[src/rtl/gf12_pad_pkg.sv]
// Shared types and reset constants for the GF12 bidirectional pad sequencer.
package gf12_pad_pkg;

  typedef enum logic [1:0] {
    StIdle = 2'd0,
    StTx   = 2'd1,
    StTurn = 2'd2,
    StRx   = 2'd3
  } state_e;

  // {DS1, DS0}
  typedef logic [1:0] ds_t;

  localparam ds_t  DsRst = 2'b01;
  localparam logic SrRst = 1'b0;

endpackage

[src/rtl/gf12_pad_rx_pipe.sv]
// Receive capture pipeline: DEPTH stages of pad data with a matching valid tag.
// DEPTH=2 acts as a two-flop synchronizer, DEPTH=1 as a plain capture register.
module gf12_pad_rx_pipe #(
  parameter int unsigned WIDTH = 8,
  parameter int unsigned DEPTH = 1
) (
  input  logic             i_clk,
  input  logic             i_rst,
  input  logic [WIDTH-1:0] i_data,
  input  logic             i_valid,
  output logic [WIDTH-1:0] o_data,
  output logic             o_valid
);

  logic [WIDTH-1:0] r_data [DEPTH];
  logic [DEPTH-1:0] r_vld;

  always_ff @(posedge i_clk or posedge i_rst) begin
    if (i_rst) begin
      for (int i = 0; i < DEPTH; i++) begin
        r_data[i] <= '0;
      end
      r_vld <= '0;
    end else begin
      r_data[0] <= i_data;
      r_vld[0]  <= i_valid;
      for (int i = 1; i < DEPTH; i++) begin
        r_data[i] <= r_data[i-1];
        r_vld[i]  <= r_vld[i-1];
      end
    end
  end

  assign o_data  = r_data[DEPTH-1];
  assign o_valid = r_vld[DEPTH-1];

endmodule

[src/rtl/gf12_bidir_pad_seq.sv]
// Half-duplex sequencer for a bank of GF12 FS_DR bidirectional pads.
// Define GF12_PAD_SEQ_RX_SYNC_EN for a two-flop synchronizer on pad_y (rx latency 2, else 1).
module gf12_bidir_pad_seq
  import gf12_pad_pkg::*;
#(
  parameter int unsigned WIDTH    = 8,
  parameter int unsigned TURN_CYC = 2
) (
  input  logic             i_clk,
  input  logic             i_rst,
  input  logic             i_cfg_valid,
  input  logic [1:0]       i_cfg_ds,
  input  logic             i_cfg_sr,
  input  logic             i_tx_valid,
  input  logic [WIDTH-1:0] i_tx_data,
  output logic             o_tx_ready,
  input  logic             i_rx_req,
  output logic             o_rx_valid,
  output logic [WIDTH-1:0] o_rx_data,
  output logic             o_busy,
  output logic [WIDTH-1:0] o_pad_a,
  output logic             o_pad_oe,
  output logic             o_pad_ie,
  output logic             o_pad_ds0,
  output logic             o_pad_ds1,
  output logic             o_pad_sr,
  input  logic [WIDTH-1:0] i_pad_y
);

`ifdef GF12_PAD_SEQ_RX_SYNC_EN
  localparam int unsigned RxDepth = 2;
`else
  localparam int unsigned RxDepth = 1;
`endif

  localparam int unsigned     CntW     = (TURN_CYC > 1) ? $clog2(TURN_CYC) : 1;
  localparam logic [CntW-1:0] TurnLoad = CntW'(TURN_CYC - 1);

  state_e          r_state, w_state_d;
  logic [CntW-1:0] r_cnt, w_cnt_d;
  logic            r_last_tx, w_last_tx_d;
  logic            r_busy;
  logic [WIDTH-1:0] r_pad_a;
  ds_t             r_pend_ds, r_pad_ds, w_ds;
  logic            r_pend_sr, r_pad_sr, w_sr;
  logic            w_idle, w_oe, w_ie;

  always_comb begin
    w_state_d   = r_state;
    w_cnt_d     = r_cnt;
    w_last_tx_d = r_last_tx;
    unique case (r_state)
      StIdle: begin
        // On a tie the side not granted last time wins.
        if (i_tx_valid && (!i_rx_req || !r_last_tx)) begin
          w_state_d   = StTx;
          w_last_tx_d = 1'b1;
        end else if (i_rx_req) begin
          w_state_d   = StRx;
          w_last_tx_d = 1'b0;
        end
      end
      StTx: begin
        // The TX cycle that sees tx_valid low is already the first dead cycle.
        if (!i_tx_valid) begin
          if (TURN_CYC > 1) begin
            w_state_d = StTurn;
            w_cnt_d   = TurnLoad;
          end else begin
            w_state_d = StIdle;
          end
        end
      end
      StTurn: begin
        w_cnt_d = r_cnt - CntW'(1);
        if (r_cnt <= CntW'(1)) begin
          w_state_d = StIdle;
        end
      end
      StRx: begin
        if (!i_rx_req) begin
          w_state_d = StIdle;
        end
      end
      default: w_state_d = StIdle;
    endcase
  end

  always_ff @(posedge i_clk or posedge i_rst) begin
    if (i_rst) begin
      r_state   <= StIdle;
      r_cnt     <= '0;
      r_last_tx <= 1'b0;
      r_busy    <= 1'b0;
    end else begin
      r_state   <= w_state_d;
      r_cnt     <= w_cnt_d;
      r_last_tx <= w_last_tx_d;
      r_busy    <= (w_state_d != StIdle);
    end
  end

  assign w_idle = (r_state == StIdle);
  assign w_oe   = (r_state == StTx) && i_tx_valid;
  assign w_ie   = (r_state == StRx);

  // Pads follow the pending config only while idle, so OE/IE are never active across a change.
  always_ff @(posedge i_clk or posedge i_rst) begin
    if (i_rst) begin
      r_pend_ds <= DsRst;
      r_pend_sr <= SrRst;
      r_pad_ds  <= DsRst;
      r_pad_sr  <= SrRst;
      r_pad_a   <= '0;
    end else begin
      if (i_cfg_valid) begin
        r_pend_ds <= i_cfg_ds;
        r_pend_sr <= i_cfg_sr;
      end
      if (w_idle) begin
        r_pad_ds <= r_pend_ds;
        r_pad_sr <= r_pend_sr;
      end
      if (w_oe) begin
        r_pad_a <= i_tx_data;
      end
    end
  end

  assign w_ds = w_idle ? r_pend_ds : r_pad_ds;
  assign w_sr = w_idle ? r_pend_sr : r_pad_sr;

  assign o_pad_oe   = w_oe;
  assign o_pad_ie   = w_ie;
  assign o_tx_ready = w_oe;
  assign o_pad_a    = w_oe ? i_tx_data : r_pad_a;
  assign o_busy     = r_busy;
  assign o_pad_ds0  = w_ds[0];
  assign o_pad_ds1  = w_ds[1];
  assign o_pad_sr   = w_sr;

  gf12_pad_rx_pipe #(
    .WIDTH (WIDTH),
    .DEPTH (RxDepth)
  ) u_rx_pipe (
    .i_clk   (i_clk),
    .i_rst   (i_rst),
    .i_data  (i_pad_y),
    .i_valid (w_ie),
    .o_data  (o_rx_data),
    .o_valid (o_rx_valid)
  );

endmodule
[config.mk]
export PLATFORM = sky130hd
export DESIGN_NAME = gf12_bidir_pad_seq
export DESIGN_NICKNAME = d
export VERILOG_FILES = /design/src/rtl/gf12_pad_pkg.sv /design/src/rtl/gf12_pad_rx_pipe.sv /design/src/rtl/gf12_bidir_pad_seq.sv
export SDC_FILE = /design/constraint.sdc
export NUM_CORES = 1
export LEC_CHECK = 0
export ABC_CLOCK_PERIOD_IN_PS = 1250
export BUFFER_PORTS_ARGS = -buffer_cell sky130_fd_sc_hd__buf_2
export CAP_MARGIN = 10
export CORE_ASPECT_RATIO = 0.75
export CORE_MARGIN = 5
export CORE_UTILIZATION = 40
export DETAILED_ROUTE_END_ITERATION = 6
export PLACE_DENSITY_LB_ADDON = 0.3
export SETUP_SLACK_MARGIN = 0.1
export SLEW_MARGIN = 0
export SYNTH_ARGS = -nofsm -noshare
export SYNTH_HDL_FRONTEND = slang
export SYNTH_SLANG_ARGS = --single-unit
export TNS_END_PERCENT = 20
[constraint.sdc]
create_clock -name i_clk -period 1.25 [get_ports i_clk]
set_input_delay 0.25 -clock i_clk [delete_from_list [all_inputs] [get_ports i_clk]]
set_output_delay 0.25 -clock i_clk [all_outputs]
set_load 0.01 [all_outputs]
==> flow_summary.json <==
{
  "cts_tree": "yes",
  "setup_viol": 15,
  "clk_latency_ns": 0.33,
  "clk_pin_slew_ns": 0.15,
  "power.share.clock_pct": 11.6,
  "final.min_clock_period_ns": 1.76,
  "io_buffers": 47,
  "rows": 15,
  "stdcell_area_mm2": 0.00156,
  "drt_iter0_drc": 10,
  "cp_data_arrival_time_ns": 1.51,
  "wl_per_cell_um": 15.2,
  "ctsHtreeMaxLevel": 1,
  "synth-seq-cells": 27,
  "synth_cell_types": 19,
  "die_w_um": 67.5,
  "via_per_inst": 4.63,
  "antenna_found_initial": 0,
  "ant_nets": 0,
  "dieArea_mm2": 0.00358,
  "drive_gt1_share_pct": 65.6,
  "core_region_area_mm2": 0.00233,
  "dpl.cell_count": 143,
  "yosysMostFrequentCell": "dfrtp_1",
  "dp_hpwl_mm": 1.55,
  "ys_top_cells_by_area": "dfrtp_1 (63%), mux2_2 (16%), dfstp_2 (5.3%)",
  "endpoint_kind": "output port",
  "totalNegativeSetupSlack_ns": -6.22,
  "synthCells": 60,
  "synth_top_area_share_pct": 63.1,
  "numCtsBuffers": 3,
  "antenna_cells": 0,
  "worstHoldPathType": "in2reg",
  "cts.sinks": 27,
  "ios": 48,
  "final_cells": 159,
  "period_share_pct": 141,
  "rsz0062_at_grt": "true",
  "critical_path.max_fanout": 5,
  "synth_area_um2": 991,
  "fin_ws_ns": -0.508,
  "nNetsFinal": 150,
  "grt_max_degree": 28,
  "avgSynthCellArea_um2": 16.5,
  "die_y_um": 53.1,
  "yosysWarnings": 0,
  "dpl_cell_area_mm2": 0.00129,
  "sw_frac_of_total_pct": 32.3,
  "fin_skew_ns": 0.00375,
  "cts_root_buf": "clkbuf_4",
  "first_global_vias": 865,
  "p_int_uw": 2340,
  "combPwrFrac_pct": 49.7,
  "hold_viol": 0,
  "cts_max_path_buffers": 2,
  "seqPwrFrac_pct": 38.7,
  "p_per_area_mw_per_mm2": 2210,
  "vias": 736,
  "maxSlewHeadroom_pct": 78.2,
  "cellLeakagePower_uw": 0.000792,
  "synth_fp_nets": 84,
  "dr.pass1.iters": 4,
  "drc": 0,
  "grt_overflow": 0,
  "track_usage_pct": 15.3,
  "yosysTopAreaCell": "dfrtp_1",
  "fillers": 179,
  "grt_pass1_wl_mm": 3.93,
  "async_flop_share_pct": 100,
  "area_delta_synth_final_pct": 57.8,
  "synth.top_cells.by_count": "dfrtp_1 (25), mux2_2 (14), inv_1 (3), buf_6 (2), dfstp_2 (2)",
  "routabilityCongestion": 0.736,
  "switching_power_uw": 1120,
  "failed_checks": "setup timing",
  "ys_seq_area_share_pct": 68.4,
  "synthFlopType": "dfrtp_1",
  "cp.required_ns": 1.00,
  "maxCapViolCount": 0,
  "wirelength_mm": 2.42,
  "max-vdd-ir-drop_v": 0.00115,
  "timing.fmax_mhz": 569,
  "crit_type": "reg2out",
  "p_total_uw": 3460,
  "synth-edff-count": 0,
  "start_kind": "flip-flop",
  "slew_violations": 0,
  "initial_core_util_pct": 42.6,
  "status": "complete, but fails checks",
  "worst_slew_pin_slew_ns": 0.327
}
[critical path, cell delays in order (launching register included)]
cell,delay (ns)
dfrtp_2,0.47
nand3b_4,0.23
mux2_4,0.35
buf_6,0.13
[area by class of cell]
cell class                 instances  area [um2]  area share (%)
clock buffer                       3        22.5            1.44
clock inverter                     1        8.76           0.560
inverter                           3        13.8           0.880
multi-input combinational         28         333            21.3
sequential                        27         681            43.5
tap                               34        42.5            2.72
timing repair buffer              63         463            29.6
[state kept, by name, indices dropped and copies added, names as in the netlist, 2 cells and up]
signal / cells
r_state: 2
r_pad_ds: 2
u_rx_pipe.o_data: 8
r_pend_ds: 2
r_pad_a: 8
[cells in the final DEF (no fill, tap or decap), types with 2 or more instances in the layout]
cell	count
buf_2	34
dfrtp_1	23
buf_6	14
mux2_4	9
dlygate4sd3_1	9
buf_4	6
mux2_2	5
clkbuf_4	3
nand3b_4	2
inv_1	2
dfstp_2	2
dfrtp_2	2
[final timing paths]
kind,from,end,slack (ns),depth (start not counted)
setup / recovery,r_state[1]$_DFF_PP0_,o_pad_a[5],-0.51,3
min in group asynchronous,i_rst,u_rx_pipe.o_data[4]$_DFF_PP0_,0.50,4
max in group asynchronous,i_rst,r_pad_ds[0]$_DFF_PP1_,0.46,4
setup reg to reg,r_state[1]$_DFF_PP0_,r_pad_a[5]$_DFF_PP0_,-0.01,3
hold reg to reg,r_last_tx$_DFFE_PP0P_,r_last_tx$_DFFE_PP0P_,0.52,1
hold / removal,i_cfg_sr,r_pend_sr$_DFFE_PP0P_,0.13,2
[power by group through the flow]
stage	Combinational [uW]	Sequential, uW	Clock, uW
2_1_floorplan	894	1270	0
3_3_place_gp	1250	1300	0
3_5_place_dp	1270	1320	0
4_1_cts	1630	1320	413
5_1_grt	1840	1370	447
6_report	1720	1340	401
[repair_timing]
action / in CTS / in global routing
endpoints found under the setup margin: 14 / 33
pin swaps: 0 / 1
resized for setup: 17 / 8
hold buffers: 6 / 3
gates cloned: 1 / 0
hold endpoints to repair: 30 / 3
buffers inserted: 1 / 1
[metrics by stage]
| step | hold slack (ns) | setup slack (ns) | util, % |
|---|---|---|---|
| floorplan | 0.281 | -0.00761 | - |
| global placement | 0.313 | -0.108 | 55.6 |
| detailed placement | 0.327 | -0.134 | 55.6 |
| CTS | 0.00178 | -0.518 | 64.0 |
| global route | 0.118 | -0.567 | 67.2 |
| finish | 0.131 | -0.508 | 67.2 |
[logic make-up after synthesis]
kind of cell           share of synthesized area, %
AO/OA/AOI/OAI                                  5.05
AND/OR/NAND/NOR                                5.56
XOR/XNOR                                      0.884
multiplexers                                   15.9
buffers and inverters                          4.17
flip-flops                                     68.4
[routing by layer]
layer | vias to the layer above | track usage, % | wire [um]
li1 | 337 | - | -
met4 | 0 | 5.05 | 41
met1 | 364 | 16.1 | 870
met5 | - | 0 | 0
met2 | 31 | 27.3 | 1270
met3 | 4 | 6.58 | 239
No activity file was read; power rests on OpenSTA's default activity.
